File: config.mk
export PLATFORM = sky130hd
export DESIGN_NAME = alu_div_sequencer
export DESIGN_NICKNAME = d
export VERILOG_FILES = /design/src/rtl/riscv_pkg.sv /design/src/rtl/alu_div_sequencer.sv
export SDC_FILE = /design/constraint.sdc
export NUM_CORES = 1
export LEC_CHECK = 0
export BUFFER_PORTS_ARGS = -buffer_cell sky130_fd_sc_hd__buf_2
export CAP_MARGIN = 20
export CORE_MARGIN = 10
export CORE_UTILIZATION = 30
export DETAILED_ROUTE_END_ITERATION = 8
export SLEW_MARGIN = 30
export SYNTH_ARGS = -nofsm -noshare
export SYNTH_HDL_FRONTEND = slang
export SYNTH_SLANG_ARGS = --single-unit
File: constraint.sdc
create_clock -name clk -period 5.3 [get_ports clk]
set_input_delay 1.06 -clock clk [delete_from_list [all_inputs] [get_ports clk]]
set_output_delay 1.06 -clock clk [all_outputs]
set_load 0.005 [all_outputs]
File: src/rtl/riscv_pkg.sv
// Shared RV32 execute-stage constants: ALU control codes, M-extension divide ops
// and the divide sequencer state encoding.
package riscv_pkg;

  localparam logic [2:0] ALU_ADD = 3'b000;
  localparam logic [2:0] ALU_SUB = 3'b001;
  localparam logic [2:0] ALU_AND = 3'b010;
  localparam logic [2:0] ALU_OR  = 3'b011;
  localparam logic [2:0] ALU_SLT = 3'b101;

  localparam logic [1:0] DIV_OP_DIV  = 2'b00;
  localparam logic [1:0] DIV_OP_DIVU = 2'b01;
  localparam logic [1:0] DIV_OP_REM  = 2'b10;
  localparam logic [1:0] DIV_OP_REMU = 2'b11;

  typedef enum logic [2:0] {
    IDLE = 3'd0,
    PREP = 3'd1,
    ITER = 3'd2,
    FIX  = 3'd3,
    DONE = 3'd4
  } div_state_t;

endpackage

File: src/rtl/alu_div_sequencer.sv
// RV32M DIV/DIVU/REM/REMU sequencer: runs 32 restoring trial-subtract steps
// on the shared EX-stage ALU, then sign-fixes and returns quotient or remainder.
module alu_div_sequencer
  import riscv_pkg::*;
#(
  parameter int XLEN  = 32,
  parameter int CNT_W = 6
) (
  input  logic            clk,
  input  logic            rst_n,
  input  logic            start_i,
  input  logic [1:0]      op_i,
  input  logic [XLEN-1:0] rs1_i,
  input  logic [XLEN-1:0] rs2_i,
  input  logic            flush_i,
  output logic            busy_o,
  output logic            done_o,
  output logic [XLEN-1:0] result_o,
  output logic [XLEN-1:0] alu_a_o,
  output logic [XLEN-1:0] alu_b_o,
  output logic [2:0]      alu_ctrl_o,
  input  logic [XLEN-1:0] alu_result_i,
  input  logic            alu_carry_i
);

  localparam logic [XLEN-1:0] INT_MIN = {1'b1, {(XLEN-1){1'b0}}};

  div_state_t       state_q, state_d;
  logic [1:0]       op_q;
  logic [XLEN-1:0]  a_q, b_q, rem_q, quo_q, result_q;
  logic [CNT_W-1:0] cnt_q;
  logic             negq_q, negr_q;

  logic            is_signed, is_rem, div0, ovf, special, last_iter, qbit;
  logic [XLEN-1:0] abs_a, abs_b, rsh, quo_fix, rem_fix;

  assign is_signed = ~op_q[0];
  assign is_rem    = op_q[1];
  assign div0      = (b_q == '0);
  assign ovf       = is_signed && (a_q == INT_MIN) && (b_q == '1);
  assign special   = div0 | ovf;
  assign abs_a     = (is_signed && a_q[XLEN-1]) ? -a_q : a_q;
  assign abs_b     = (is_signed && b_q[XLEN-1]) ? -b_q : b_q;
  assign last_iter = (cnt_q == CNT_W'(XLEN-1));

  // rem_q[XLEN-1] is the 33rd bit of the shifted remainder: if set, the
  // shifted value certainly exceeds the divisor regardless of the ALU borrow.
  assign rsh     = {rem_q[XLEN-2:0], quo_q[XLEN-1]};
  assign qbit    = rem_q[XLEN-1] | ~alu_carry_i;
  assign quo_fix = negq_q ? -quo_q : quo_q;
  assign rem_fix = negr_q ? -rem_q : rem_q;

  always_ff @(posedge clk) begin
    if (!rst_n) state_q <= IDLE;
    else        state_q <= state_d;
  end

  always_comb begin
    state_d = state_q;
    case (state_q)
      IDLE:    if (start_i) state_d = PREP;
      PREP:    state_d = special ? DONE : ITER;
      ITER:    if (last_iter) state_d = FIX;
      FIX:     state_d = DONE;
      DONE:    state_d = IDLE;
      default: state_d = IDLE;
    endcase
    if (flush_i) state_d = IDLE;
  end

  always_comb begin
    busy_o     = (state_q != IDLE);
    done_o     = (state_q == DONE);
    alu_a_o    = '0;
    alu_b_o    = '0;
    alu_ctrl_o = ALU_ADD;
    if (state_q == ITER) begin
      alu_a_o    = rsh;
      alu_b_o    = b_q;
      alu_ctrl_o = ALU_SUB;
    end
  end

  // Working registers; result_q only moves on a completed operation so a
  // flush leaves the previous answer visible.
  always_ff @(posedge clk) begin
    if (!rst_n) begin
      op_q     <= '0;
      a_q      <= '0;
      b_q      <= '0;
      rem_q    <= '0;
      quo_q    <= '0;
      result_q <= '0;
      cnt_q    <= '0;
      negq_q   <= 1'b0;
      negr_q   <= 1'b0;
    end else begin
      case (state_q)
        IDLE: if (start_i && !flush_i) begin
          op_q <= op_i;
          a_q  <= rs1_i;
          b_q  <= rs2_i;
        end
        PREP: begin
          if (div0) begin
            if (!flush_i) result_q <= is_rem ? a_q : '1;
          end else if (ovf) begin
            if (!flush_i) result_q <= is_rem ? '0 : INT_MIN;
          end else begin
            rem_q  <= '0;
            quo_q  <= abs_a;
            b_q    <= abs_b;
            cnt_q  <= '0;
            negq_q <= is_signed & (a_q[XLEN-1] ^ b_q[XLEN-1]);
            negr_q <= is_signed & a_q[XLEN-1];
          end
        end
        ITER: begin
          rem_q <= qbit ? alu_result_i : rsh;
          quo_q <= {quo_q[XLEN-2:0], qbit};
          cnt_q <= cnt_q + 1'b1;
        end
        FIX: if (!flush_i) result_q <= is_rem ? rem_fix : quo_fix;
        default: ;
      endcase
    end
  end

  assign result_o = result_q;

endmodule

==> metrics.log <==
INFO  metric result_of_the_run = finished clean
INFO  metric worst_r2r_path_depth = 8
INFO  metric grt.total_usage = 0.176
INFO  metric hold_class = reg -> reg
INFO  metric worst_path_max_delay_cell = dfxtp_1
INFO  metric cts_root_buf = clkbuf_16
INFO  metric number_of_antenna_violations_at_the_first_check_in_global_routing = 3
INFO  metric syn2layout_area_growth = 17.2%
INFO  metric critPathMaxStageDelay = 0.51 ns
INFO  metric finalMaxSlewViolations = 0
INFO  metric synth-xor-area-share = 0.0716
INFO  metric clkSinkCount = 173
INFO  metric crit_required = 4.24 ns
INFO  metric vertical_extent_of_the_die = 208 um
INFO  metric postSynthAreaPerCell = 7.21 um^2
INFO  metric holdPathStages = 1
INFO  metric dieWidth = 208 um
INFO  metric cts_stage_hold_buffer_count = 0
INFO  metric route.detailed.wl_per_inst = 19.5 um
INFO  metric p_comb_frac = 0.154
INFO  metric vias = 11.4k
INFO  metric die_area = 43400 um^2
INFO  metric final_core_util = 0.358
INFO  metric asyncSetResetFlopFracSynth = 0
INFO  metric avgViaCountPerCell = 5.53
INFO  metric clk_pin_slew_worst_paths = 0.07 ns
INFO  metric worstSetupPathType = reg -> out
INFO  metric htreeDepth = 4
INFO  metric synth_edf_count = 0
INFO  metric power.net_switching = 0.961 mW
INFO  metric worstSetupStartpointType = register
INFO  metric critical_path.endpoint_type = output pin
INFO  metric cts_repair_resize_count = 0
INFO  metric power.sequential.fraction = 0.448
INFO  metric min_to = result_o[30]$_SDFFE_PN0P_
INFO  metric totalWireLength = 40200 um
INFO  metric maxSlewHeadroom = 0.399
INFO  metric reg2reg_to = quo_q[19]$_SDFFE_PN0P_
INFO  metric drtPass1Iterations = 5
INFO  metric power.internal = 2.22 mW
INFO  metric reg2reg_slack = 1.70 ns
INFO  metric fill_cells = 3700
INFO  metric pwr_density_cell = 255 nW/um^2
INFO  metric ys_types = 78
INFO  metric path_cells = inv_1, or3_2, buf_4, buf_4, nor2_1, buf_2
INFO  metric grt-ovfl-total = 0
INFO  metric clkLatencyLatePin = 0.44 ns
INFO  metric seq_area = 3460 um^2
INFO  metric dp.final_hpwl = 29500 um
INFO  metric grt_start_max_net_pins = 106
INFO  metric clock_tree.buffer_depth = 2
INFO  metric clock_skew = 0.0156 ns
INFO  metric worst_ir_drop_vdd = 231 uV
INFO  metric swShare = 0.302
INFO  metric core_box_area = 34800 um^2
INFO  metric ant_nets = 0
INFO  metric timing.final.crit_share = 0.679
INFO  metric fraction_of_synthesized_area_in_multiplexers = 0.00282
INFO  metric drt_first_iter_violations = 1032
INFO  metric setup_viol_count_final = 0
INFO  metric setup_tns = 0 ns
INFO  metric synth_compound_area_frac = 0.253
INFO  metric final.min_clock_period = 3.60 ns
INFO  metric critPathArrivalTime = 2.54 ns
INFO  metric rows = 68
INFO  metric post-route-drc-count = 0
INFO  metric synth-simple-area-share = 0.284
INFO  metric multi_input_comb_area = 6620 um^2
INFO  metric ios = 204
INFO  metric grt_pass1_wl = 62500 um
INFO  metric yosys.area_share.adder = 0.00706
INFO  metric number_of_buffers_inserted_during_clock_tree_synthesis = 17
INFO  metric post_route_cells_drive_above_1_share = 0.178
INFO  metric start_util = 0.306
INFO  metric routabilityCongestion = 0.940
INFO  metric critPathMaxFanout = 37
INFO  metric synth_area = 10600 um^2
INFO  metric clkPwrFrac = 0.398
INFO  metric hold_start = result_o[30]$_SDFFE_PN0P_
INFO  metric yosys_register_bits = 173
INFO  metric cp_common_cell = buf_4
INFO  metric timing_worst_slew_pin_value = 0.902 ns
INFO  metric achievable-frequency = 278 MHz
INFO  metric cts_tree = built
INFO  metric synth_warnings = 0
INFO  metric final_hold_violating_endpoints = 0
INFO  metric placement.io_buffers = 201
INFO  metric cts_post_setup_buffers_inserted = 0
INFO  metric yosysSeqAreaShare = 0.325
INFO  metric final_net_count = 1703
INFO  metric timing.critical_path.from = state_q[1]$_SDFFE_PP0P_
INFO  metric number_of_global_route_vias_before_repair = 10.8k
INFO  metric reg2reg_from = a_q[9]$_SDFFE_PN0P_
INFO  metric synth_cells = 1475
INFO  metric power_leakage = 5.03 nW
INFO  metric max_cap_violations = 0
INFO  metric synth_top_family_by_area = simple AND/OR/NAND/NOR gates
INFO  metric synth_flop_cell = dfxtp_1
INFO  metric grt_setup_unrepaired = no
## cell families (layout without fill, tap and decap cells)
kind of cell	after synthesis	count (layout)
xor+xnor	87	87
flops	173	173
mux	3	3
compound gates	423	423
other cells	1	5
simple gates	643	643
fa+ha+maj	6	6
buf+inv	139	269
## cell usage after synthesis (11+ instances only)
master      n  area share
a21oi_1   170       0.080
a22oi_1    11      0.0078
and2_1     63       0.037
buf_2      13      0.0061
clkbuf_1   94       0.033
dfxtp_1   173        0.33
inv_1      15      0.0053
nand2_1   239       0.084
nand3_1    29       0.014
nand4_1    21       0.012
nor2_1    159       0.056
nor3_1     28       0.013
nor4_1     24       0.014
o211ai_1   11      0.0078
o21ai_0    68       0.032
o21ai_1    11      0.0052
o221ai_1   19       0.016
o31ai_1    31       0.022
o41ai_1    14       0.012
or3_1      17       0.010
or4_1      21       0.015
xnor2_1    31       0.026
xor2_1     56       0.046
## layout make-up
| class | instances | area share |
|---|---|---|
| inverters | 17 | 0.00532 |
| repair buffers | 221 | 0.0943 |
| clock buffers | 18 | 0.0344 |
| flip-flops and latches | 173 | 0.278 |
| diodes | 3 | 0.000602 |
| multi-input cells | 1164 | 0.530 |
| clock inverters | 13 | 0.0114 |
| well taps | 455 | 0.0456 |
## through the flow
step	std cells	power (mW)	instance area (um^2)	hold slack (ns)	worst slack (ns)
6_report	2064	3.18	12500	0.450	1.70
5_1_grt	2064	3.30	12500	0.490	1.43
4_1_cts	2061	3.18	12500	0.455	1.55
3_5_place_dp	2030	1.93	11900	0.438	1.82
3_3_place_gp	2028	1.92	11900	0.436	1.67
2_1_floorplan	1476	1.76	10600	0.448	2.42
## power by group through the flow
| stage | Sequential [mW] | Clock (mW) | Combinational, mW |
|---|---|---|---|
| 2_1_floorplan | 1.41 | 0 | 0.350 |
| 3_3_place_gp | 1.45 | 0 | 0.473 |
| 3_5_place_dp | 1.45 | 0 | 0.481 |
| 4_1_cts | 1.42 | 1.28 | 0.483 |
| 5_1_grt | 1.43 | 1.33 | 0.541 |
| 6_report | 1.42 | 1.26 | 0.489 |
## worst max-delay path, delay by kind of cell, from the launching register on
| kind | cells | cell delay (ns) |
|---|---|---|
| buffers and inverters | 4 | 0.92 |
| flip-flops | 1 | 0.51 |
| AND/OR/NAND/NOR | 2 | 0.64 |
## layer usage
layer / part of all wire / track usage
met5: 0 / 0
met4: 0.028 / 0.0707
met3: 0.052 / 0.0238
met2: 0.49 / 0.295
met1: 0.43 / 0.221
## registers in the layout, indices dropped and copies added, names as in the netlist
register / flops
rem_q: 32
quo_q: 32
op_q: 2
negr_q: 1
state_q: 3
b_q: 32
negq_q: 1
result_o: 32
cnt_q: 6
a_q: 32
## placed cells by master, fill, tap and decap left out, types with 7 or more instances in the layout
cell       count
and2_1        63
a211oi_1       7
a31oi_1        9
a22oi_1       11
buf_4         17
clkbuf_16     17
o31ai_1       31
xor2_1        56
o21ai_0       68
inv_1         15
nor2_1       156
nand2b_1       9
a21oi_1      170
o21ai_1       10
xnor2_1       31
nor3_1        28
or3_1         16
o211ai_1      11
dfxtp_1      172
buf_2        201
nand2_1      239
o41ai_1       14
nand3_1       29
nor4_1        24
a22o_1        10
or4_1         21
nand4_1       21
o221ai_1      19
## worst max path at each step
stage / to / cells past startpoint / slack (ns)
after global placement: b_q[17]$_SDFFE_PN0P_ / 7 / 1.67
after detailed placement: quo_q[19]$_SDFFE_PN0P_ / 8 / 1.82
after global routing: quo_q[30]$_SDFFE_PN0P_ / 8 / 1.43
after CTS: alu_a_o[0] / 5 / 1.55
final: alu_a_o[2] / 6 / 1.70
after floorplan: result_o[13]$_SDFFE_PN0P_ / 10 / 2.42
Note: power is estimated with default switching activity, not from simulation.
